--- config.mk ---
export PLATFORM = sky130hd
export DESIGN_NAME = uart_rx_core
export DESIGN_NICKNAME = d
export VERILOG_FILES = /design/src/rtl/uart_rx_core_pkg.sv /design/src/rtl/sync_2ff.sv /design/src/rtl/uart_rx_core.sv
export SDC_FILE = /design/constraint.sdc
export NUM_CORES = 1
export LEC_CHECK = 0
export ABC_AREA = 1
export ABC_CLOCK_PERIOD_IN_PS = 1500
export CAP_MARGIN = 30
export CORE_MARGIN = 8
export CORE_UTILIZATION = 40
export DETAILED_ROUTE_END_ITERATION = 8
export GPL_TIMING_DRIVEN = 0
export PLACE_DENSITY = 0.68
export SYNTH_ARGS = -nofsm -noshare
export SYNTH_HDL_FRONTEND = slang
export SYNTH_SLANG_ARGS = --single-unit
--- constraint.sdc ---
create_clock -name clk -period 1.5 [get_ports clk]
set_input_delay 0.15 -clock clk [delete_from_list [all_inputs] [get_ports clk]]
set_output_delay 0.15 -clock clk [all_outputs]
set_load 0.02 [all_outputs]
--- src/rtl/uart_rx_core_pkg.sv ---
// Shared types and helpers for the UART receive path.
package uart_pkg;
  localparam int DATA_BITS    = 8;
  localparam int DEFAULT_BAUD = 9600;

  typedef enum logic [2:0] {IDLE, START, DATA, STOP, BREAK} state_t;

  function automatic int clks_per_bit(input int clk_hz, input int baud);
    return clk_hz / baud;
  endfunction
endpackage

--- src/rtl/sync_2ff.sv ---
// Two-flop synchroniser for an idle-high async pin; both stages reset to 1.
module sync_2ff (
  input  logic clk,
  input  logic rst,
  input  logic d,
  output logic q
);
  logic meta;

  always_ff @(posedge clk or posedge rst) begin
    if (rst) {q, meta} <= 2'b11;
    else     {q, meta} <= {meta, d};
  end
endmodule

--- src/rtl/uart_rx_core.sv ---
// 8N1 UART receiver with mid-bit sampling and a valid/ready holding register.
// Define UART_RX_MAJORITY_EN for 2-of-3 voting around each sample point.
module uart_rx_core
  import uart_pkg::*;
#(
  parameter int CLK_HZ = 12_000_000,
  parameter int BAUD   = DEFAULT_BAUD
) (
  input  logic                 clk,
  input  logic                 rst,
  input  logic                 uart_rx,
  output logic [DATA_BITS-1:0] rx_data,
  output logic                 rx_valid,
  input  logic                 rx_ready,
  output logic                 frame_err,
  output logic                 overrun,
  output logic                 busy
);
  localparam int CLKS_PER_BIT = clks_per_bit(CLK_HZ, BAUD);
  localparam int HALF         = CLKS_PER_BIT / 2;
  localparam int TW           = $clog2(CLKS_PER_BIT);
  localparam logic [TW-1:0] T_HALF = TW'(HALF - 1);
  localparam logic [TW-1:0] T_FULL = TW'(CLKS_PER_BIT - 1);

  generate
    if (CLKS_PER_BIT < 8) begin : g_bad_rate
      $error("uart_rx_core: CLKS_PER_BIT must be >= 8");
    end
  endgenerate

  logic                 rxs;
  state_t               state;
  logic [TW-1:0]        timer;
  logic [2:0]           bit_idx;
  logic [DATA_BITS-1:0] shreg;
  logic                 sampling, at_t, decide, sample;

  sync_2ff u_sync (.clk(clk), .rst(rst), .d(uart_rx), .q(rxs));

  assign sampling = (state == START) || (state == DATA) || (state == STOP);
  assign at_t     = (state == START) ? (timer == T_HALF) : (timer == T_FULL);

`ifdef UART_RX_MAJORITY_EN
  // Decision lands one clock after T; the timer has already wrapped at T,
  // so bit timing never drifts.
  logic [1:0] hist;
  logic       pend;

  always_ff @(posedge clk or posedge rst) begin
    if (rst) begin
      hist <= 2'b11;
      pend <= 1'b0;
    end else begin
      hist <= {hist[0], rxs};
      pend <= sampling && at_t;
    end
  end

  assign decide = pend;
  assign sample = (hist[1] & hist[0]) | (hist[1] & rxs) | (hist[0] & rxs);
`else
  assign decide = sampling && at_t;
  assign sample = rxs;
`endif

  always_ff @(posedge clk or posedge rst) begin
    if (rst) begin
      state     <= IDLE;
      timer     <= '0;
      bit_idx   <= '0;
      shreg     <= '0;
      rx_data   <= '0;
      rx_valid  <= 1'b0;
      frame_err <= 1'b0;
      overrun   <= 1'b0;
      busy      <= 1'b0;
    end else begin
      frame_err <= 1'b0;
      if (rx_valid && rx_ready) begin
        rx_valid <= 1'b0;
        overrun  <= 1'b0;
      end
      if (sampling) timer <= at_t ? '0 : timer + 1'b1;

      case (state)
        IDLE: if (!rxs) begin
          state <= START;
          timer <= '0;
          busy  <= 1'b1;
        end
        START: if (decide) begin
          if (!sample) begin
            state   <= DATA;
            bit_idx <= '0;
          end else begin
            state <= IDLE;
            busy  <= 1'b0;
          end
        end
        DATA: if (decide) begin
          shreg <= {sample, shreg[DATA_BITS-1:1]};
          if (bit_idx == 3'd7) state <= STOP;
          else                 bit_idx <= bit_idx + 3'd1;
        end
        STOP: if (decide) begin
          if (sample) begin
            state <= IDLE;
            busy  <= 1'b0;
            // A same-cycle accept frees the register, so the new byte wins.
            if (!rx_valid || rx_ready) begin
              rx_data  <= shreg;
              rx_valid <= 1'b1;
            end else begin
              overrun <= 1'b1;
            end
          end else begin
            frame_err <= 1'b1;
            state     <= BREAK;
          end
        end
        BREAK: if (rxs) begin
          state <= IDLE;
          busy  <= 1'b0;
        end
        default: begin
          state <= IDLE;
          busy  <= 1'b0;
        end
      endcase
    end
  end
endmodule

# Word level (Yosys, flattened, before mapping)
# Index checks and enable logic that the tools add are counted.
[classes]
addsub = 2
eq_ne = 16
n_mux = 36
n_bitwise = 1
n_reduce_logical = 14
[op_table]
columns = ["op", "count"]
rows = [
  ["$mux 11", 4],
  ["$mux 3", 11],
  ["$mux 1", 17],
  ["$pmux 3 s5", 1],
  ["$ne 2x2->1 const B", 6],
  ["$add 11x1->11 const B", 1],
  ["$eq 11x10->1 const B", 1],
  ["$eq 11x11->1 const B", 1],
  ["$eq 3x2->1 const B", 2],
  ["$eq 3x3->1 const B", 2],
  ["$ne 2x1->1 const B", 3],
  ["$pmux 3 s2", 1],
  ["$reduce_and 6->1", 1],
  ["$reduce_and 5->1", 1],
  ["$pmux 1 s4", 1],
  ["$reduce_and 4->1", 1],
  ["$add 3x1->3 const B", 1],
  ["$eq 3x1->1 const B", 1],
  ["$logic_not 3->1", 1],
  ["$logic_or 1x1->1", 3],
  ["$reduce_and 3->1", 1],
  ["$logic_and 1x1->1", 2],
  ["$mux 2", 1],
  ["$reduce_and 2->1", 1],
  ["other kinds (4)", 4],
]
[word_totals]
reg_bits = 39
output_inout_bits = 12
word_cells = 80

# Longest topological paths before layout
# Gate-level depths: netlist (run 1).
[depth]
word_depth = 6
ltp_mapped = 10

# Cells and area by module
# From an unflattened synthesis (run 1), not the netlist that was laid out.
[unflattened]
cells_unflattened = 235
hier_area_um2 = 1994.4
[by_module_without_submodules]
columns = ["mod", "instances", "cells_each", "area_each_um2"]
rows = [
  ["uart_rx_core", 1, 232, 1938.1],
  ["sync_2ff", 1, 3, 56.3],
]

# Worst setup path before layout (run 1)
# No wires, ideal clock.
[synth_path]
path_type = "register to register"
from = "register rx_valid"
to = "register rx_data[0]"
setup_ns = 0.122
arrival_time_ns = 1.317
required_ns = 1.378
setup_slack_ns = 0.061
path_stages_with_launch = 6
n_path_buf = 0
synth_period_minus_slack_ns = 1.439
cell_sequence = "dfrtp_1 > inv_1 > nor2_1 > clkinv_1 > nand3_1 > nand2_1"
[synth_via]
elab_chain_cells = 3
[synth_rtl]
columns = ["item", "line_no", "rtl"]
rows = [
  ["start: declaration", "uart_rx_core.sv:13", "output logic rx_valid,"],
  ["start signal: assignment", "uart_rx_core.sv:73", "rx_valid <= 1'b0;"],
  ["start signal: assignment", "uart_rx_core.sv:80", "rx_valid <= 1'b0;"],
  ["start signal: assignment", "uart_rx_core.sv:112", "rx_valid <= 1'b1;"],
  ["$logic_not 1->1", "uart_rx_core.sv:110", "if (!rx_valid || rx_ready) begin"],
  ["$logic_or 1x1->1", "uart_rx_core.sv:110", ""],
  ["$reduce_and 4->1 (no source line)", "--", ""],
  ["end signal: assignment", "uart_rx_core.sv:111", "rx_data <= shreg;"],
  ["end: declaration", "uart_rx_core.sv:12", "output logic [DATA_BITS-1:0] rx_data,"],
]
# No other way between the ends.
# A chain may end at the register's enable or synchronous reset.

# Final worst setup path (run 1)
[layout_path]
from = "register state[2]"
to = "register bit_idx[1]"
[layout_via]
elab_chain_cells = 6
elab_cells_between_ends = 14
cone_classes = "7 x eq/ne; 2 x mux; 5 x reduce/logical"
[layout_rtl]
columns = ["item", "line_no", "rtl"]
rows = [
  ["start: declaration", "uart_rx_core.sv:32", "state_t state;"],
  ["start signal: assignment", "uart_rx_core.sv:68", "state <= IDLE;"],
  ["start signal: assignment", "uart_rx_core.sv:87", "state <= START;"],
  ["start signal: assignment", "uart_rx_core.sv:93", "state <= DATA;"],
  ["$eq 3x1->1 / $eq 3x2->1 (equally long branches)", "uart_rx_core.sv:40, uart_rx_core.sv:41, uart_rx_core.sv:85", ""],
  ["$logic_or 1x1->1 (2 in series)", "uart_rx_core.sv:40", "assign sampling = (state == START) || (state == DATA) || (state == STOP);"],
  ["$logic_and 1x1->1", "uart_rx_core.sv:62", "assign decide = sampling && at_t;"],
  ["$ne 2x2->1 (no source line)", "--", ""],
  ["$reduce_and 5->1 (no source line)", "--", ""],
  ["end signal: assignment", "uart_rx_core.sv:103", "else bit_idx <= bit_idx + 3'd1;"],
  ["end: declaration", "uart_rx_core.sv:34", "logic [2:0] bit_idx;"],
]
# Several ways; a longest one is shown, not always the timed one.

==> results of run 1 <==
worst max-delay path, delay by kind of cell, from the launching register on:
kind,cells,cell delay [ns]
DFF,1,0.44
buffers and inverters,2,0.25
and+or+nand+nor,8,0.82
metrics by stage:
step           util, %  hold slack [ns]
3_5_place_dp     46.53           0.3476
2_1_floorplan        -           0.1545
3_3_place_gp     46.53           0.3465
6_report         59.00           0.2603
4_1_cts          53.08           0.2504
5_1_grt          59.00           0.2517
cells in the mapped netlist:
| library cell | count |
|---|---|
| a211oi_1 | 1 |
| a21boi_0 | 1 |
| a21oi_1 | 5 |
| buf_4 | 1 |
| clkbuf_2 | 1 |
| clkinv_1 | 1 |
| dfrtp_1 | 37 |
| dfstp_2 | 2 |
| ha_1 | 3 |
| inv_1 | 34 |
| inv_2 | 2 |
| nand2_1 | 74 |
| nand2_2 | 4 |
| nand2_4 | 1 |
| nand3_1 | 18 |
| nand3_2 | 2 |
| nand3_4 | 1 |
| nand4_1 | 2 |
| nand4_2 | 1 |
| nor2_1 | 23 |
| nor2_2 | 5 |
| nor2_4 | 1 |
| nor3_1 | 3 |
| nor3_2 | 1 |
| nor3_4 | 1 |
| o21ai_0 | 6 |
| o21ai_1 | 2 |
| o21bai_1 | 9 |
| xor2_1 | 3 |
where the power goes:
| part | switching (W) | internal [W] | total, W |
|---|---|---|---|
| Combinational | 0.0000629 | 0.0000431 | 0.000106 |
| Sequential | 0.00000708 | 0.00107 | 0.00108 |
| Clock | 0.000378 | 0.000538 | 0.000916 |
cells in the final DEF (no fill, tap or decap), drive strengths merged:
cell | netlist | routed
clkbuf | 1 | 6
a21oi | 5 | 5
buf | 1 | 26
inv | 36 | 35
clkdlybuf4s50 | 0 | 14
dfrtp | 37 | 37
bufinv | 0 | 1
o21bai | 9 | 9
nor3 | 5 | 5
a211oi | 1 | 1
nand2 | 79 | 79
dfstp | 2 | 2
clkinv | 1 | 1
nand4 | 3 | 4
a21boi | 1 | 1
dlymetal6s2s | 0 | 1
ha | 3 | 3
o21ai | 8 | 8
xor2 | 3 | 3
clkinvlp | 0 | 2
nor2 | 29 | 29
nand3 | 21 | 21
cells by family (layout without fill, tap and decap cells):
kind of cell             count (synthesis)  in the layout  share of synthesized area (%)
adder cells (fa/ha/maj)                  3              3                          1.898
buffers and inverters                   39             86                          7.653
AND/OR/NAND/NOR                        137            138                          32.19
XOR/XNOR                                 3              3                          1.329
AO/OA/AOI/OAI                           24             24                          7.464
flip-flops                              39             39                          49.46
registers in the layout, summed over array words and instances (netlist names):
name,count
timer,11
rx_data,8
shreg,8
bit_idx,3
state,3
busy,1
frame_err,1
overrun,1
rx_valid,1
u_sync.meta,1
u_sync.q,1
final timing paths:
| kind | end | slack, ns | cells past startpoint |
|---|---|---|---|
| setup / recovery | bit_idx[1]$_DFFE_PP0P_ | -0.09 | 10 |
| hold / removal | u_sync.meta$_DFF_PP1_ | 0.26 | 1 |
| setup reg to reg | bit_idx[1]$_DFFE_PP0P_ | -0.09 | 10 |
| hold reg to reg | u_sync.q$_DFF_PP1_ | 0.35 | 0 |
| max in group asynchronous | state[0]$_DFFE_PP0P_ | 0.61 | 2 |
| min in group asynchronous | rx_data[6]$_DFFE_PP0P_ | 0.33 | 2 |
metal layers:
metal	part of all wire, %	wire, µm	track usage [%]
met5	0	0	0
met2	49	2285	20.63
met3	4.9	227	3.875
met1	44	2042	14.67
met4	2.2	104	6.573
area by class of cell:
class	instances	area, µm²
Inverter	37	151.4
Tap cell	67	83.83
Multi-Input combinational cell	168	1086
Clock inverter	2	35.03
Clock buffer	6	82.58
Timing Repair Buffer	40	371.6
Fill cell	408	1949
Buffer	1	11.26
Sequential cell	39	983.4
repair_timing:
item                                    4_1_cts  5_1_grt
pin swaps                                    18       29
buffers inserted                             10       14
cloned                                        2        0
resized for setup                            31       56
endpoints found under the setup margin       34       37
==> run_results.csv, run 1 <==
group,metric,value,unit
die,dieArea,7452,µm²
critical_path,setup.worst_path.class,"reg2reg",
critical_path,startpoint_type,"register",
critical_path,path_max_fanout,5,
synth,yosysTopAreaCellShare,46.81,%
sta,max_freq,628.3,MHz
outcome,outcome,"finished, violations left",
layout,final_area,2805,µm²
clocking,clock-root-buffer,"clkbuf_8",
critical_path,path_cells,"inv_2, nand2_4, nor2_4, nand2_4, nand2_4, nand3_4, nor2_4, buf_6, nand3_2, nand2_1",
placement,post-place-ws,-0.4086,ns
placement,detailed_place_hpwl,2748,µm
outcome,violations,"negative setup slack",
clocking,numClockSinks,39,
grt,antenna_found_initial,0,
synth,yosysTopAreaCell,"dfrtp_1",
power_and_ir_drop,power.leakage,1.333,nW
layout,nets,299,
die,dieWidth,86.33,µm
synth,yosysWarningCount,0,
synth,netlist_instances,245,
synth,ys_top_cells_by_area,"dfrtp_1 (47%), nand2_1 (14%), inv_1 (6.5%), nand3_1 (4.6%), nor2_1 (4.4%)",
synth,synth-seq-cells,39,
clocking,cts_hold_buf,0,
placement,gp_congestion,0.7928,
layout,diodes,0,
synth,syn_avg_cell_area,8.074,µm²
detailed_routing,drt_iter0_markers,141,
clocking,cts_tree,"yes",
grt,grt_pass1_wl,7458,µm
sta,rsz0062_at_grt,"true",
power_and_ir_drop,power.density,747.8,nW/µm²
layout,final_cells,360,
sta,finalCriticalPeriod,1.592,ns
layout,drive_gt1_share,37.88,%
critical_path,arrival,1.82,ns
synth,ys_types,29,
sta,setup_ws,-0.09171,ns
placement,dp_cells,327,
clocking,clk_latency,0.29,ns
die,die_h,86.33,µm
sta,tns,-1.175,ns
detailed_routing,antenna_left,0,
grt,grt_max_degree,40,
clocking,cts_inserted_buffers,5,
critical_path,slowest_delay,0.44,ns
sta,hold_viol_final,0,
placement,placed_cell_area,2212,µm²
sta,slew_headroom,46.15,%
detailed_routing,drc,0,
detailed_routing,dr.pass1.iters,4,
layout,area_growth,41.81,%
critical_path,cpMostUsedCell,"nand2_4",
die,ios,16,
grt,overflow,0,
detailed_routing,vias,1766,
detailed_routing,vias_per_cell,4.906,
grt,grtUsageTotal,12.68,%
synth,synth_nets,252,
clocking,clkTransAtPathRegs,0.08,ns
placement,io_buffer_count,15,
power_and_ir_drop,power,0.002098,W
critical_path,cp-end-kind,"register",
synth,yosysSeqAreaShare,49.46,%
critical_path,startpoint,"state[2]$_DFFE_PP0P_",
power_and_ir_drop,ir_drop,0.3962,mV
die,fp.coreArea,4755,µm²
detailed_routing,drt_wl_total,4659,µm
flow_run,drv_cap,0,
critical_path,worstPathRequired,1.73,ns
die,rows,25,
worst_hold_path,min_from,"uart_rx",
worst_hold_path,worstHoldPathType,"in2reg",
sta,setup_viol,24,
detailed_routing,routedWlPerCell,12.94,µm
die,initial_utilization,41.61,%
sta,clock_skew,0.007274,ns
clocking,cts-htree-levels,2,
grt,grt_pass1_vias,1674,
critical_path,r2r_start,"state[2]$_DFFE_PP0P_",
sta,fin_crit_sh,106.1,%
synth,syn_area,1978,µm²
sta,drv_slew,0,
critical_path,slowest_stage,"dfrtp_2",
sta,worstMarginPinSlew,0.8065,ns
clocking,clockBufferDepth,2,
Power figures use the tool's default switching activity.
==> run 2, diff against run 1 <==
--- a/config.mk
+++ b/config.mk
@@ -13,6 +13,7 @@
 export DETAILED_ROUTE_END_ITERATION = 8
 export GPL_TIMING_DRIVEN = 0
 export PLACE_DENSITY = 0.68
+export SLEW_MARGIN = 20
 export SYNTH_ARGS = -nofsm -noshare
 export SYNTH_HDL_FRONTEND = slang
 export SYNTH_SLANG_ARGS = --single-unit
==> run 2 against run 1 <==
  * The flow still finishes with violations (negative setup slack)
  * Register-to-register slack improved by 0.07 ns
  * Maximum frequency rose by 4.4%
  * Combinational power is 8% higher
  * Total power decreased by 10%
  * Die area is the same
  * Utilization is 3.4 points lower
  * Count of clock-buffer cells in the layout fell by 1
  * Routed wire length fell by 5.3%
  * Sequential cell count stayed put
  * Critical path depth down 2
  * Non-clock buffer count decreased by 5
  * Clock power is 24% lower
  * Critical endpoint is now rx_data[2]$_DFFE_PP0P_
  * Highest routed layer unchanged
==> run_results.csv, run 2 (synthesis results as in run 1) <==
group,metric,value,unit
outcome,outcome,"finished, violations left",
outcome,violations,"negative setup slack",
layout,post-route-util,55.55,%
sta,tns,-0.06295,ns
sta,rsz0062_at_grt,"true",
critical_path,path_cells,"inv_2, nand2_4, buf_6, nor2_4, buf_4, nand4_2, o21bai_1, nand2_1",
sta,drv_slew,0,
clocking,cts_tree,"yes",
power_and_ir_drop,power.density,713.2,nW/µm²
critical_path,startpoint,"state[2]$_DFFE_PP0P_",
power_and_ir_drop,p_seq_share,57.2,%
critical_path,rr_worst_depth,8,
sta,worstMarginPinSlew,0.4438,ns
layout,diodes,0,
grt,grt_max_degree,22,
sta,hold_viol_final,0,
layout,area_growth,33.52,%
sta,finalCriticalPeriod,1.525,ns
critical_path,worstPathRequired,1.68,ns
power_and_ir_drop,comb_power_share,6.1,%
power_and_ir_drop,switchingPower,0.0004458,W
die,fp.coreArea,4755,µm²
critical_path,reg2reg_slack,-0.02,ns
clocking,clkTransAtPathRegs,0.08,ns
critical_path,slowest_stage,"dfrtp_2",
detailed_routing,routedWlPerCell,12.43,µm
clocking,clock-root-buffer,"clkbuf_8",
die,rows,25,
critical_path,path_max_fanout,5,
layout,regMostFlops,"timer",
detailed_routing,antenna_left,0,
power_and_ir_drop,ir_drop,0.3640,mV
clocking,numClockSinks,39,
die,die_h,86.33,µm
clocking,cts_hold_buf,0,
layout,seq_area,983.4,µm²
detailed_routing,dr.pass1.iters,5,
placement,gp_congestion,0.7928,
flow_run,drv_cap,0,
layout,largest_reg_flops,11,
critical_path,setup.worst_path.class,"reg2reg",
power_and_ir_drop,p_sw_share,23.66,%
power_and_ir_drop,power,0.001884,W
detailed_routing,vias_per_cell,4.654,
grt,grtUsageMet2,19.65,%
layout,drive_gt1_share,30.21,%
die,ios,16,
layout,final_cell_mix,"nand2_1 (68), dfrtp_1 (33), inv_1 (24)",
critical_path,cp-end-kind,"register",
grt,grt_use_met1,13.98,%
detailed_routing,drc,0,
layout,nFillCells,424,
sta,setup_ws,-0.02478,ns
die,dieArea,7452,µm²
sta,hold_slack,0.1767,ns
critical_path,arrival,1.70,ns
grt,grtUsageTotal,11.85,%
sta,fin_crit_sh,101.7,%
sta,slew_headroom,70.37,%
detailed_routing,drt_iter0_markers,99,
die,initial_utilization,41.61,%
sta,clock_skew,0.005674,ns
critical_path,rr_endpoint,"rx_data[2]$_DFFE_PP0P_",
critical_path,startpoint_type,"register",
grt,grt_pass1_vias,1634,
clocking,clk_latency,0.29,ns
grt,grt.busiest_layer,"met2",
die,dieWidth,86.33,µm
layout,nets,294,
clocking,clockBufferDepth,2,
grt,gr-usage-met3,3.781,%
power_and_ir_drop,p_int,0.001438,W
layout,final_common_cell,"nand2_1",
detailed_routing,vias,1652,
critical_path,r2r_start,"state[2]$_DFFE_PP0P_",
detailed_routing,drt_wl_total,4413,µm
clocking,cts-htree-levels,2,
placement,io_buffer_count,15,
sta,max_freq,655.8,MHz
sta,setup_viol,5,
critical_path,slowest_delay,0.43,ns
clocking,cts_inserted_buffers,5,
layout,multiInputGateArea,1002,µm²
grt,grt_pass1_wl,7044,µm
grt,antenna_found_initial,0,
power_and_ir_drop,pwr-share-clk,36.7,%
worst_hold_path,worstHoldPathType,"in2async",
placement,detailed_place_hpwl,2834,µm
grt,overflow,0,
layout,reg_top3,"timer: 11 flops, rx_data: 8 flops, shreg: 8 flops",
power_and_ir_drop,power.leakage,1.273,nW
-- run 2: cell types whose count changed in the layout (fill, tap and decap cells not counted), sizes merged --
cell,delta
clkinvlp,-1
clkinv,+2
inv,+1
bufinv,-1
clkbuf,-1
buf,-5
-- run 2: final cells by class --
cell class	count	share of cell area [%]
clock inverter	3	0.5685
buffer	1	0.4263
multi-input combinational	168	37.94
sequential	39	37.23
tap	67	3.174
clock buffer	5	2.605
inverter	37	5.400
timing repair buffer	35	12.65
-- run 2: worst max-delay path by stage --
stage                                   to  slack (ns)  cells after the start
floorplan           rx_data[0]$_DFFE_PP0P_        0.06                      5
global placement      state[0]$_DFFE_PP0P_       -0.41                      2
detailed placement  rx_data[4]$_DFFE_PP0P_       -0.33                      5
CTS                 rx_data[3]$_DFFE_PP0P_       -0.02                     10
global route        rx_data[3]$_DFFE_PP0P_       -0.11                     10
finish              rx_data[2]$_DFFE_PP0P_       -0.02                      8
-- run 2: power groups by stage --
stage / Sequential (W) / Clock, W / Combinational, W
5_1_grt: 0.00108 / 0.000752 / 0.000127
3_3_place_gp: 0.00110 / 0 / 0.000102
3_5_place_dp: 0.00110 / 0 / 0.000112
4_1_cts: 0.00108 / 0.000710 / 0.000109
6_report: 0.00108 / 0.000692 / 0.000115
2_1_floorplan: 0.00111 / 0 / 0.0000387
-- run 2: worst max-delay path, delay by kind of cell (launching register included) --
| family | cells | cell delay (ns) |
|---|---|---|
| flip-flops | 1 | 0.43 |
| AO/OA/AOI/OAI | 1 | 0.16 |
| buffers and inverters | 3 | 0.35 |
| AND/OR/NAND/NOR | 4 | 0.46 |
-- run 2: per-stage QoR --
step                      instance area, µm²  setup WS [ns]  cells
after floorplan                         1978        0.06087    245
after global placement                  2212        -0.4107    327
after detailed placement                2240        -0.3327    328
after CTS                               2451       -0.01893    345
after global routing                    2641        -0.1082    355
final                                   2641       -0.02478    355
-- run 2: repair_timing --
item,CTS,global route
resized for setup,20,38
cloned,0,2
setup endpoints to repair,34,37
setup buffers,10,8
pin swaps,10,10
-- run 2: metal layers --
| layer | up-vias | wire (µm) |
|---|---|---|
| met3 | 6 | 160 |
| met2 | 22 | 2194 |
| li1 | 850 | - |
| met4 | 0 | 42 |
| met5 | - | 0 |
| met1 | 774 | 2016 |
==> run 3, diff against run 2 <==
--- a/config.mk
+++ b/config.mk
@@ -8,11 +8,14 @@
 export ABC_AREA = 1
 export ABC_CLOCK_PERIOD_IN_PS = 1500
 export CAP_MARGIN = 30
+export CELL_PAD_IN_SITES_DETAIL_PLACEMENT = 0
+export CELL_PAD_IN_SITES_GLOBAL_PLACEMENT = 2
 export CORE_MARGIN = 8
-export CORE_UTILIZATION = 40
+export CORE_UTILIZATION = 34
 export DETAILED_ROUTE_END_ITERATION = 8
+export DONT_BUFFER_PORTS = 1
 export GPL_TIMING_DRIVEN = 0
-export PLACE_DENSITY = 0.68
+export PLACE_DENSITY = 0.82
 export SLEW_MARGIN = 20
 export SYNTH_ARGS = -nofsm -noshare
 export SYNTH_HDL_FRONTEND = slang
==> run 3 against run 2 <==
  * The flow still finishes with violations (negative setup slack)
  * Maximum frequency down 1.6%
  * Clock skew about the same
  * Via count decreased by 1.9%
  * Sequential cell count unchanged
  * Global-route usage decreased by 1.2 points
  * Cell count decreased by 2.5%
==> run_results.csv, run 3 (synthesis results as in run 1) <==
group,metric,value,unit
layout,area_growth,31.25,%
layout,seq_area,983.4,µm²
clocking,numClockSinks,39,
grt,overflow,0,
die,die_h,92.28,µm
detailed_routing,dr.pass1.iters,4,
placement,dp_cells,318,
clocking,clock-root-buffer,"clkbuf_8",
placement,gp_congestion,0.7692,
power_and_ir_drop,ir_drop,0.6196,mV
worst_hold_path,worstHoldPathType,"in2reg",
power_and_ir_drop,power.leakage,1.234,nW
grt,grtUsageTotal,10.66,%
clocking,cts_tree,"yes",
detailed_routing,vias,1621,
die,fp.coreArea,5574,µm²
layout,multiInputGateArea,1037,µm²
critical_path,setup.worst_path.class,"reg2reg",
detailed_routing,drt_wl_total,4657,µm
critical_path,cp_num_buf_inv,1,
grt,grt_max_degree,32,
power_and_ir_drop,power,0.002221,W
clocking,clockBufferDepth,2,
sta,max_freq,645.0,MHz
sta,slew_headroom,79.75,%
layout,reg_top3,"timer: 11 flops, rx_data: 8 flops, shreg: 8 flops",
sta,finalCriticalPeriod,1.550,ns
grt,grt_pass1_wl,7327,µm
sta,fin_crit_sh,103.4,%
power_and_ir_drop,pwr-share-clk,47.8,%
die,ios,16,
sta,drv_slew,0,
detailed_routing,drc,0,
sta,clock_skew,0.005666,ns
detailed_routing,antenna_left,0,
clocking,cts-htree-levels,2,
layout,final_common_cell,"nand2_1",
layout,regMostFlops,"timer",
sta,tns,-0.5432,ns
clocking,cts_inserted_buffers,5,
critical_path,path_max_fanout,5,
critical_path,path_cells,"buf_6, nor2_4, nand2_4, a21oi_4, nand4_2, o21bai_1, nand2_1",
flow_run,drv_cap,0,
outcome,violations,"negative setup slack",
sta,setup_viol,24,
die,dieArea,8515,µm²
outcome,outcome,"finished, violations left",
layout,final_cell_mix,"nand2_1 (68), dfrtp_1 (33), inv_1 (24)",
critical_path,slowest_delay,0.46,ns
power_and_ir_drop,switchingPower,0.0004663,W
power_and_ir_drop,p_seq_share,49.3,%
sta,rsz0062_at_grt,"true",
clocking,clkTransAtPathRegs,0.08,ns
layout,largest_reg_flops,11,
die,rows,27,
clocking,clk_latency,0.30,ns
placement,detailed_place_hpwl,3071,µm
critical_path,startpoint_type,"register",
power_and_ir_drop,comb_power_share,2.8,%
critical_path,arrival,1.75,ns
critical_path,cp-end-kind,"register",
power_and_ir_drop,power.density,855.5,nW/µm²
sta,hold_slack,0.04562,ns
power_and_ir_drop,p_sw_share,20.99,%
layout,nFillCells,541,
layout,final_cells,346,
sta,setup_ws,-0.05032,ns
layout,drive_gt1_share,32.85,%
grt,antenna_found_initial,0,
detailed_routing,drt_iter0_markers,94,
layout,diodes,0,
sta,hold_viol_final,0,
placement,post-place-ws,-0.3888,ns
critical_path,slowest_stage,"dfrtp_2",
die,dieWidth,92.28,µm
layout,nets,280,
detailed_routing,routedWlPerCell,13.46,µm
power_and_ir_drop,p_int,0.001755,W
grt,grt_pass1_vias,1526,
detailed_routing,vias_per_cell,4.685,
placement,io_buffer_count,0,
critical_path,cp_top_family,"flip-flops",
die,initial_utilization,35.49,%
sta,worstMarginPinSlew,0.3038,ns
critical_path,worstPathRequired,1.70,ns
==> run 3: cell types whose count changed in the layout (fill, tap and decap cells not counted), sizes merged <==
cell           delta
clkdlybuf4s50    -14
bufinv            +2
clkinv            -2
dlygate4sd3       +2
buf               -1
dlymetal6s2s      -1
==> run 3: metrics by stage <==
step | instance area (µm²) | utilization [%]
finish | 2596 | 46.58
detailed placement | 2088 | 37.46
floorplan | 1978 | -
global route | 2596 | 46.58
global placement | 2068 | 37.10
CTS | 2409 | 43.21
==> run 3: path summary, 6_finish.rpt <==
path,start,slack [ns],end,cells past startpoint
worst min-delay path,rx_ready,0.05,overrun$_DFF_PP0_,2
max in group asynchronous,rst,0.78,u_sync.q$_DFF_PP1_,3
worst min register to register,u_sync.meta$_DFF_PP1_,0.36,u_sync.q$_DFF_PP1_,0
worst max register to register,state[1]$_DFFE_PP0P_,-0.05,rx_data[4]$_DFFE_PP0P_,7
worst max-delay path,state[1]$_DFFE_PP0P_,-0.05,rx_data[4]$_DFFE_PP0P_,7
min in group asynchronous,rst,0.21,rx_data[0]$_DFFE_PP0P_,2
==> run 3: cell type report <==
class	instances	area share (%)
Buffer	1	0.4337
Multi-Input combinational cell	168	39.95
Clock buffer	5	2.651
Tap cell	72	3.470
Clock inverter	3	2.602
Timing Repair Buffer	21	7.518
Sequential cell	39	37.88
Inverter	37	5.494
==> run 3: worst reg2reg max path, stage by stage (launching register included) <==
cell,delay [ns]
dfrtp_2,0.46
buf_6,0.14
nor2_4,0.13
nand2_4,0.08
a21oi_4,0.22
nand4_2,0.19
o21bai_1,0.17
nand2_1,0.06
==> run 3: layer usage <==
| layer | share of wire (%) | wire length (µm) | vias up | GRT usage [%] |
|---|---|---|---|---|
| li1 | - | - | 827 | - |
| met1 | 46 | 2132 | 773 | 13.29 |
| met2 | 50 | 2327 | 17 | 16.81 |
| met3 | 3.6 | 169 | 4 | 3.830 |
| met4 | 0.58 | 27 | 0 | 3.221 |
| met5 | 0 | 0 | - | 0 |
==> run 3: timing repair <==
item / 4_1_cts / 5_1_grt
endpoints found under the setup margin: 35 / 35
setup buffers: 10 / 7
gates cloned: 0 / 2
pin swaps: 15 / 13
hold buffers: 2 / 0
resized for setup: 31 / 32
hold endpoints to repair: 38 / 0
==> run 3: power by group through the flow <==
stage               Combinational [W]  Sequential, W  Clock (W)
floorplan                   0.0000387        0.00111          0
global placement            0.0000503        0.00112          0
detailed placement          0.0000572        0.00112          0
CTS                         0.0000648        0.00110    0.00108
global route                0.0000732        0.00110    0.00113
finish                      0.0000632        0.00110    0.00106
